**config.mk**
```make
export PLATFORM = sky130hd
export DESIGN_NAME = du
export DESIGN_NICKNAME = d
export VERILOG_FILES = /design/src/rtl/du.sv
export SDC_FILE = /design/constraint.sdc
export NUM_CORES = 1
export LEC_CHECK = 0
export CORE_MARGIN = 1
export CORE_UTILIZATION = 51
export CTS_BUF_LIST = sky130_fd_sc_hd__clkbuf_8
export DETAILED_ROUTE_END_ITERATION = 8
export GPL_ROUTABILITY_DRIVEN = 0
export PLACE_DENSITY = 0.86
export SYNTH_ARGS = -nofsm -noshare
export SYNTH_HDL_FRONTEND = slang
export SYNTH_SLANG_ARGS = --single-unit
```
**constraint.sdc**
```tcl
create_clock -name clk -period 2.4 [get_ports clk]
set_input_delay 0.72 -clock clk [delete_from_list [all_inputs] [get_ports clk]]
set_output_delay 0.72 -clock clk [all_outputs]
set_load 0.01 [all_outputs]
```
**src/rtl/du.sv**
```systemverilog
// Datapath for a 4x4 shift-and-add multiplier: A shifts left, B shifts right,
// P accumulates. An external controller drives every enable from b0/z.
module du (
  input  logic       clk,
  input  logic       reset,
  input  logic [3:0] dataA,
  input  logic [3:0] dataB,
  input  logic       ldA,
  input  logic       ctrlA,
  input  logic       ldB,
  input  logic       ctrlB,
  input  logic       ldP,
  input  logic       Psel,
  output logic       b0,
  output logic       z,
  output logic [7:0] P
);

  logic [7:0] a_q, a_d;
  logic [3:0] b_q, b_d;
  logic [7:0] p_q, p_d;

  // The add reads a_q, the pre-edge A, so add and shift can share a cycle.
  always_comb begin
    a_d = a_q;
    b_d = b_q;
    p_d = p_q;
    if (ldA) a_d = ctrlA ? {4'b0000, dataA} : {a_q[6:0], 1'b0};
    if (ldB) b_d = ctrlB ? dataB : {1'b0, b_q[3:1]};
    if (ldP) p_d = Psel ? (p_q + a_q) : 8'h00;
  end

  always_ff @(posedge clk or negedge reset) begin
    if (!reset) begin
      a_q <= 8'h00;
      b_q <= 4'h0;
      p_q <= 8'h00;
    end else begin
      a_q <= a_d;
      b_q <= b_d;
      p_q <= p_d;
    end
  end

  assign b0 = b_q[0];
  assign z  = (b_q == 4'h0);
  assign P  = p_q;

endmodule

```
Word level (Yosys, flattened, before mapping)
Cells that the tools add are included.
{"block": "op_classes", "n_addsub": 1, "n_mux": 3, "n_reduce_logical": 1}
{"op": "$mux 8", "n": 2}
{"op": "$add 8x8->8", "n": 1}
{"op": "$logic_not 4->1", "n": 1}
{"op": "$mux 4", "n": 1}
{"block": "word_totals", "regBits": 20, "in_bits": 16, "out_inout_bits": 10, "word_cells": 8}

Depth between registers and ports, before layout
Gate-level depths: netlist (run 1).
{"block": "depth", "depth_word": 2, "mapped_depth": 7, "ltp_nobuf": 7}

Least setup slack after synthesis (run 1)
OpenSTA, ideal clock, no wires.
{"block": "synth_path", "path_type": "flip-flop to flip-flop", "start": "register p_q[0] (netlist: P[0])", "end": "register p_q[6] (netlist: P[6])", "setup_ns": 0.122, "t_arrival_ns": 1.669, "t_required_ns": 2.278, "slack_ns": 0.609, "stages_incl_launch_ff": 8, "n_path_buf": 0, "synth_period_minus_slack_ns": 1.791, "path_cell_list": "dfrtp_1 > ha_1 > fa_1 > a21oi_1 > o21ai_0 > a21oi_1 > xor2_1 > o2bb2ai_1"}
{"block": "synth_between", "elab_chain_len": 2}
{"element": "start, declared", "line": "21", "text": "logic [7:0] p_q, p_d;"}
{"element": "start signal, assigned", "line": "41", "text": "p_q <= p_d;"}
{"element": "$add 8x8->8", "line": "30", "text": "if (ldP) p_d = Psel ? (p_q + a_q) : 8'h00;"}
{"element": "$mux 8", "line": "30"}
Every way passes these cells.
A chain may end at the register's enable or synchronous reset.

Worst setup path in the final report (run 1)
{"block": "layout_path", "start": "register b_q[3]", "end": "output port z"}
{"block": "layout_between", "elab_chain_len": 1}
{"element": "start, declared", "line": "20", "text": "logic [3:0] b_q, b_d;"}
{"element": "start signal, assigned", "line": "36", "text": "b_q <= 4'h0;"}
{"element": "start signal, assigned", "line": "40", "text": "b_q <= b_d;"}
{"element": "$logic_not 4->1", "line": "46", "text": "assign z = (b_q == 4'h0);"}
{"element": "end, declared", "line": "15", "text": "output logic z,"}
Every way passes these cells.

==> run_results.csv, run 1 <==
group,metric,value,unit
run_status,outcome,"completed",
sta,fin_worst_skew,0.002247,ns
cells_and_area,diodes,0,
sta,worst_pin_slew,0.5275,ns
critical_path,cp_top_family,"buffers and inverters",
clocking,ctsRootBufferMaster,"clkbuf_8",
placed_design,port_buffers,25,
placed_design,hpwl,1.859,mm
synth,ys_seq_area_share,43.91,%
critical_path,r2r_end,"P[6]$_DFFE_PN0P_",
synth,synthTopCellsByArea,"dfrtp_1, ha_1, a21oi_1",
critical_path,crit_type,"register to primary output",
route,drt-pass1-iter-count,4,
floorplan,die_h,49.28,µm
worst_hold_path,hold_end,"P[6]$_DFFE_PN0P_",
synth,yosysTopAreaCell,"dfrtp_1",
critical_path,slowest_delay,0.58,ns
critical_path,worstPathRequired,1.68,ns
sta,finalHoldViolCount,0,
sta,slew_viol_final,0,
cells_and_area,fillers,144,
sta,timing.final.crit_share,93.65,%
clocking,clk_pin_slew,0.07,ns
clocking,cts.repair.resized,0,
worst_hold_path,min_path_cells,1,
grt,grtUsageMet3,3.427,%
power,seq_power_share,39.9,%
worst_hold_path,min-delay-start,"P[6]$_DFFE_PN0P_",
clocking,clkSinkCount,20,
critical_path,r2r_setup_slack,0.46,ns
grt,grt_pass1_wl,4.036,mm
grt,grt_antenna_before_repair,0,
flow_run,maxCapViolCount,0,
synth,ys_types,31,
power,combinationalPowerShare,38.1,%
clocking,hold_buffers,0,
route,viasPerCell,5.491,
critical_path,worst_ep_arrival_time,1.53,ns
grt,grt-ovfl-total,0,
floorplan,die_w,49.28,µm
floorplan,rows,16,
grt,grt_busiest_layer,"met2",
power,p_leak,0.6697,nW
floorplan,die-area,0.002428,mm²
clocking,cts_post_setup_buffers_inserted,0,
floorplan,core,0.002022,mm²
clocking,htree_levels,1,
sta,max_freq,444.9,MHz
critical_path,worst_r2r_path_depth,7,
sta,setup_tns,0,ns
cells_and_area,areaGrowthSynthToFinish,29.42,%
route,routedWlPerCell,13.90,µm
grt,grt_pass1_vias,901,
synth,synthesis.nets,141,
critical_path,cp_num_buf_inv,1,
placed_design,placed_area,0.001420,mm²
sta,setup_viol_count_final,0,
route,drt_first_iter_violations,28,
cells_and_area,drive_gt1_share,5.556,%
power,cellPowerDensity,785.6,mW/mm²
clocking,cts.path.max_buffers,2,
clocking,numCtsBuffers,3,
synth,netlist_instances,117,
grt,gr-usage-all-layers,21.88,%
clocking,cts_tree,"built",
power,peakVddDrop,0.0006159,V
route,via_count,939,
grt,grt_max_degree,17,
synth,yosys_warnings,0,
power,p_int,0.0007732,W
cells_and_area,nNetsFinal,169,
power,p_sw_share,33.28,%
critical_path,path_cells,"nor4_1 > clkdlybuf4s50_1",
critical_path,cpMaxStageDelayCell,"clkdlybuf4s50_1",
synth,yosysTopAreaCellShare,43.91,%
synth,ys_seq_elements,20,
critical_path,endpoint_kind,"primary output",
critical_path,crit_fanout,3,
sta,hold_ws,0.5261,ns
cells_and_area,instances_no_fill,171,
power,p_switching,0.0003857,W
floorplan,pin_count,26,
route,drt-total-wl,2.377,mm
cells_and_area,final_area,0.001475,mm²
grt,use_met1,31.61,%
route,ant_nets,0,
floorplan,start_util,56.37,%
sta,relSlewSlack,64.72,%
critical_path,start_kind,"register",
critical_path,r2r-start,"P[0]$_DFFE_PN0P_",
placed_design,dp_cells,167,
grt,grt_use_met2,33.33,%
sta,rsz0062_at_grt,"no",
sta,final.min_clock_period,2.248,ns
route,drc_errors,0,
worst_hold_path,hold_class,"register to register",
synth,syn-cell-area,0.001140,mm²
synth,syn_area_per_cell,9.742,µm²
power,p_clk_share,22.0,%
clocking,insertion_delay,0.25,ns
-- metal layers --
layer / wire [µm] / part of all wire (%) / vias up
met5: 0 / 0 / -
met4: 0 / 0 / 0
met3: 80 / 3.4 / 0
met2: 1099 / 46 / 21
met1: 1197 / 50 / 448
li1: - / - / 470
-- cells in the mapped netlist --
cell / instances
o2bb2ai_1: 4
inv_1: 12
xor2_1: 3
o21ai_0: 10
o21bai_1: 1
a21oi_1: 13
o2111ai_1: 1
xnor2_1: 1
nand3_1: 5
o211ai_1: 1
fa_1: 1
nor4_1: 1
or3_1: 1
a211oi_1: 1
ha_1: 7
o21ai_1: 1
buf_4: 1
o21a_1: 1
nand3b_1: 4
a21o_1: 1
nor2_1: 8
dfrtp_1: 20
mux2i_1: 6
o221a_1: 1
nand2_1: 4
nand4b_1: 1
o21bai_2: 1
nor4b_1: 1
a211oi_2: 1
and3_1: 1
clkbuf_1: 3
-- final cells by class --
class                           instances  area (µm²)  area share, %
Inverter                               12       45.04          3.053
Multi-Input combinational cell         81       575.6          39.02
Clock buffer                            4       55.05          3.732
Tap cell                               27       33.78          2.290
Timing Repair Buffer                   27       265.3          17.98
Sequential cell                        20       500.5          33.93
-- registers in the layout, summed over array words and instances, names as in the netlist --
signal and flops:
a_q 8, b_q 4, P 8
-- cells in the final DEF, fill, tap and decap left out --
cell / instances
a211oi_1: 1
a211oi_2: 1
a21o_1: 1
a21oi_1: 13
and3_1: 1
buf_4: 2
clkbuf_8: 4
clkdlybuf4s50_1: 25
dfrtp_1: 20
fa_1: 1
ha_1: 7
inv_1: 12
mux2i_1: 6
nand2_1: 4
nand3_1: 5
nand3b_1: 4
nand4b_1: 1
nor2_1: 8
nor4_1: 1
nor4b_1: 1
o2111ai_1: 1
o211ai_1: 1
o21a_1: 1
o21ai_0: 10
o21ai_1: 1
o21bai_1: 1
o21bai_2: 1
o221a_1: 1
o2bb2ai_1: 4
or3_1: 1
xnor2_1: 1
xor2_1: 3
-- per-stage QoR --
stage | total power [W] | setup WS [ns] | util [%]
3_5_place_dp | 0.0009024 | 0.3652 | 70.24
6_report | 0.001159 | 0.1524 | 72.96
5_1_grt | 0.001239 | 0.08655 | 72.96
2_1_floorplan | 0.0007211 | 0.6090 | -
3_3_place_gp | 0.0008884 | 0.4575 | 70.24
4_1_cts | 0.001161 | 0.1360 | 72.96
-- worst register-to-register path: stages (launching register included) --
cell,delay [ns]
dfrtp_1,0.41
ha_1,0.27
fa_1,0.42
a21oi_1,0.22
o21ai_0,0.11
a21oi_1,0.16
xor2_1,0.16
o2bb2ai_1,0.07
-- worst max-delay path by stage --
stage	from	to	slack (ns)	cells after the start
floorplan	P[0]$_DFFE_PN0P_	P[6]$_DFFE_PN0P_	0.61	7
global placement	b_q[3]$_DFFE_PN0P_	z	0.46	2
detailed placement	Psel	P[7]$_DFFE_PN0P_	0.37	5
CTS	b_q[3]$_DFFE_PN0P_	z	0.14	2
global route	b_q[3]$_DFFE_PN0P_	z	0.09	2
finish	b_q[3]$_DFFE_PN0P_	z	0.15	2
-- power groups by stage --
| stage | clock, W | combinational (W) | sequential (W) |
|---|---|---|---|
| after floorplan | 0 | 0.000248 | 0.000473 |
| after global placement | 0 | 0.000425 | 0.000463 |
| after detailed placement | 0 | 0.000435 | 0.000467 |
| after CTS | 0.000259 | 0.000441 | 0.000461 |
| after global routing | 0.000279 | 0.000488 | 0.000472 |
| final | 0.000254 | 0.000442 | 0.000463 |
-- cells by family after synthesis --
family / count (synthesis) / share of synthesized area [%]
adders and majority gates: 8 / 9.440
AOI/OAI and AO/OA: 37 / 20.75
DFF: 20 / 43.91
buffers and inverters: 16 / 5.598
and+or+nand+nor: 26 / 11.97
muxes: 6 / 5.269
xor gates and xnor gates: 4 / 3.074
No activity file was read; power rests on OpenSTA's default activity.
==> run 2, diff against run 1 <==
- ABC_CLOCK_PERIOD_IN_PS: not set -> 2400
==> results of run 2 <==
The final DEF is identical to that of run 1; final timing and power are the same.
==> run 3, diff against run 2 <==
- PLACE_DENSITY: 0.86 -> 0.84
==> run_results.csv, run 3 (synthesized netlist as in run 1, its figures left out) <==
group,metric,value,unit
clocking,htree_levels,1,
critical_path,crit_fanout,3,
floorplan,pin_count,26,
sta,setup_tns,0,ns
cells_and_area,areaGrowthSynthToFinish,28.21,%
cells_and_area,seqCellArea,500.5,µm²
clocking,cts_post_setup_buffers_inserted,0,
floorplan,rows,16,
power,p_leak,0.6625,nW
grt,grt-ovfl-total,0,
sta,timing.final.crit_share,97.04,%
power,peakVddDrop,0.0004318,V
clocking,ctsRootBufferMaster,"clkbuf_8",
clocking,cts.path.max_buffers,2,
run_status,outcome,"completed",
placed_design,hpwl,1.873,mm
grt,grtUsageMet3,3.427,%
sta,relSlewSlack,71.02,%
power,cellPowerDensity,767.6,mW/mm²
clocking,cts_tree,"built",
sta,rsz0062_at_grt,"no",
critical_path,start_kind,"register",
sta,finalHoldViolCount,0,
route,via_count,950,
grt,grt_use_met2,40.41,%
floorplan,die_w,49.28,µm
sta,setup_ws,0.07103,ns
sta,max_freq,429.4,MHz
cells_and_area,nNetsFinal,169,
clocking,clkSinkCount,20,
critical_path,endpoint_kind,"primary output",
critical_path,worst_ep_arrival_time,1.61,ns
cells_and_area,fillers,153,
placed_design,port_buffers,25,
grt,use_met1,31.88,%
route,routedWlPerCell,14.79,µm
sta,fin_worst_skew,0.003324,ns
critical_path,crit_type,"register to primary output",
grt,grt_pass1_wl,4.388,mm
route,viasPerCell,5.588,
floorplan,die_h,49.28,µm
route,drt-pass1-iter-count,4,
worst_hold_path,hold_class,"register to register",
cells_and_area,drive_gt1_share,4.895,%
cells_and_area,final_common_cell,"clkdlybuf4s50_1",
floorplan,core,0.002022,mm²
floorplan,die-area,0.002428,mm²
clocking,clk_pin_slew,0.07,ns
placed_design,dp_slack,0.3667,ns
flow_run,maxCapViolCount,0,
grt,grt_antenna_before_repair,0,
route,drt_first_iter_violations,9,
clocking,cts.repair.resized,0,
grt,gr-usage-all-layers,24.24,%
route,drt-total-wl,2.514,mm
sta,hold_ws,0.5315,ns
grt,grt_busiest_layer,"met2",
clocking,insertion_delay,0.25,ns
cells_and_area,multi_input_area,575.6,µm²
clocking,hold_buffers,0,
grt,grt_max_degree,21,
cells_and_area,diodes,0,
sta,setup_viol_count_final,0,
sta,slew_viol_final,0,
route,drc_errors,0,
grt,grt_pass1_vias,949,
sta,final.min_clock_period,2.329,ns
cells_and_area,final_cell_mix,"clkdlybuf4s50_1, dfrtp_1, a21oi_1, inv_1, o21ai_0",
critical_path,worstPathRequired,1.68,ns
floorplan,start_util,56.37,%
route,ant_nets,0,
sta,worst_pin_slew,0.4334,ns
clocking,numCtsBuffers,3,
run 3: cell count changes in the layout (fill, tap and decap cells not counted):
| cell | delta |
|---|---|
| clkbuf_8 | -1 |
run 3: worst paths after layout:
| path | start | endpoint | slack [ns] | cells after the start |
|---|---|---|---|---|
| max | b_q[3]$_DFFE_PN0P_ | z | 0.07 | 2 |
| max in group asynchronous | reset | b_q[3]$_DFFE_PN0P_ | 1.37 | 2 |
| min | P[5]$_DFFE_PN0P_ | P[5]$_DFFE_PN0P_ | 0.53 | 1 |
| min in group asynchronous | reset | P[7]$_DFFE_PN0P_ | 0.81 | 2 |
| max reg2reg | P[0]$_DFFE_PN0P_ | P[6]$_DFFE_PN0P_ | 0.41 | 7 |
| min reg2reg | P[5]$_DFFE_PN0P_ | P[5]$_DFFE_PN0P_ | 0.53 | 1 |
run 3: power breakdown:
part | switching (W) | internal, W
clock | 0.000102 | 0.000112
sequential | 0.0000667 | 0.000398
combinational | 0.000213 | 0.000230
run 3: cell type report:
type | instances | area share (%)
multi-input cells | 81 | 39.38
flip-flops and latches | 20 | 34.25
repair buffers | 27 | 18.15
inverters | 12 | 3.082
clock buffers | 3 | 2.825
well taps | 27 | 2.312
run 3: routing by layer:
metal,vias to the layer above,wire [µm],part of all wire (%)
met2,27,1264,50
met3,0,71,2.8
li1,471,-,-
met1,452,1177,47
met4,0,0,0
met5,-,0,0
run 3: through the flow:
stage               total power (W)  cell area [µm²]  cells  utilization [%]
global route               0.001197             1461    170            72.28
CTS                        0.001123             1461    170            72.28
finish                     0.001122             1461    170            72.28
detailed placement        0.0009068             1420    167            70.24
global placement          0.0008883             1420    167            70.24
floorplan                 0.0007211             1140    117                -
run 3: critical path: stages (launching register included):
cell	delay, ns
dfrtp_1	0.41
nor4_1	0.34
clkdlybuf4s50_1	0.61
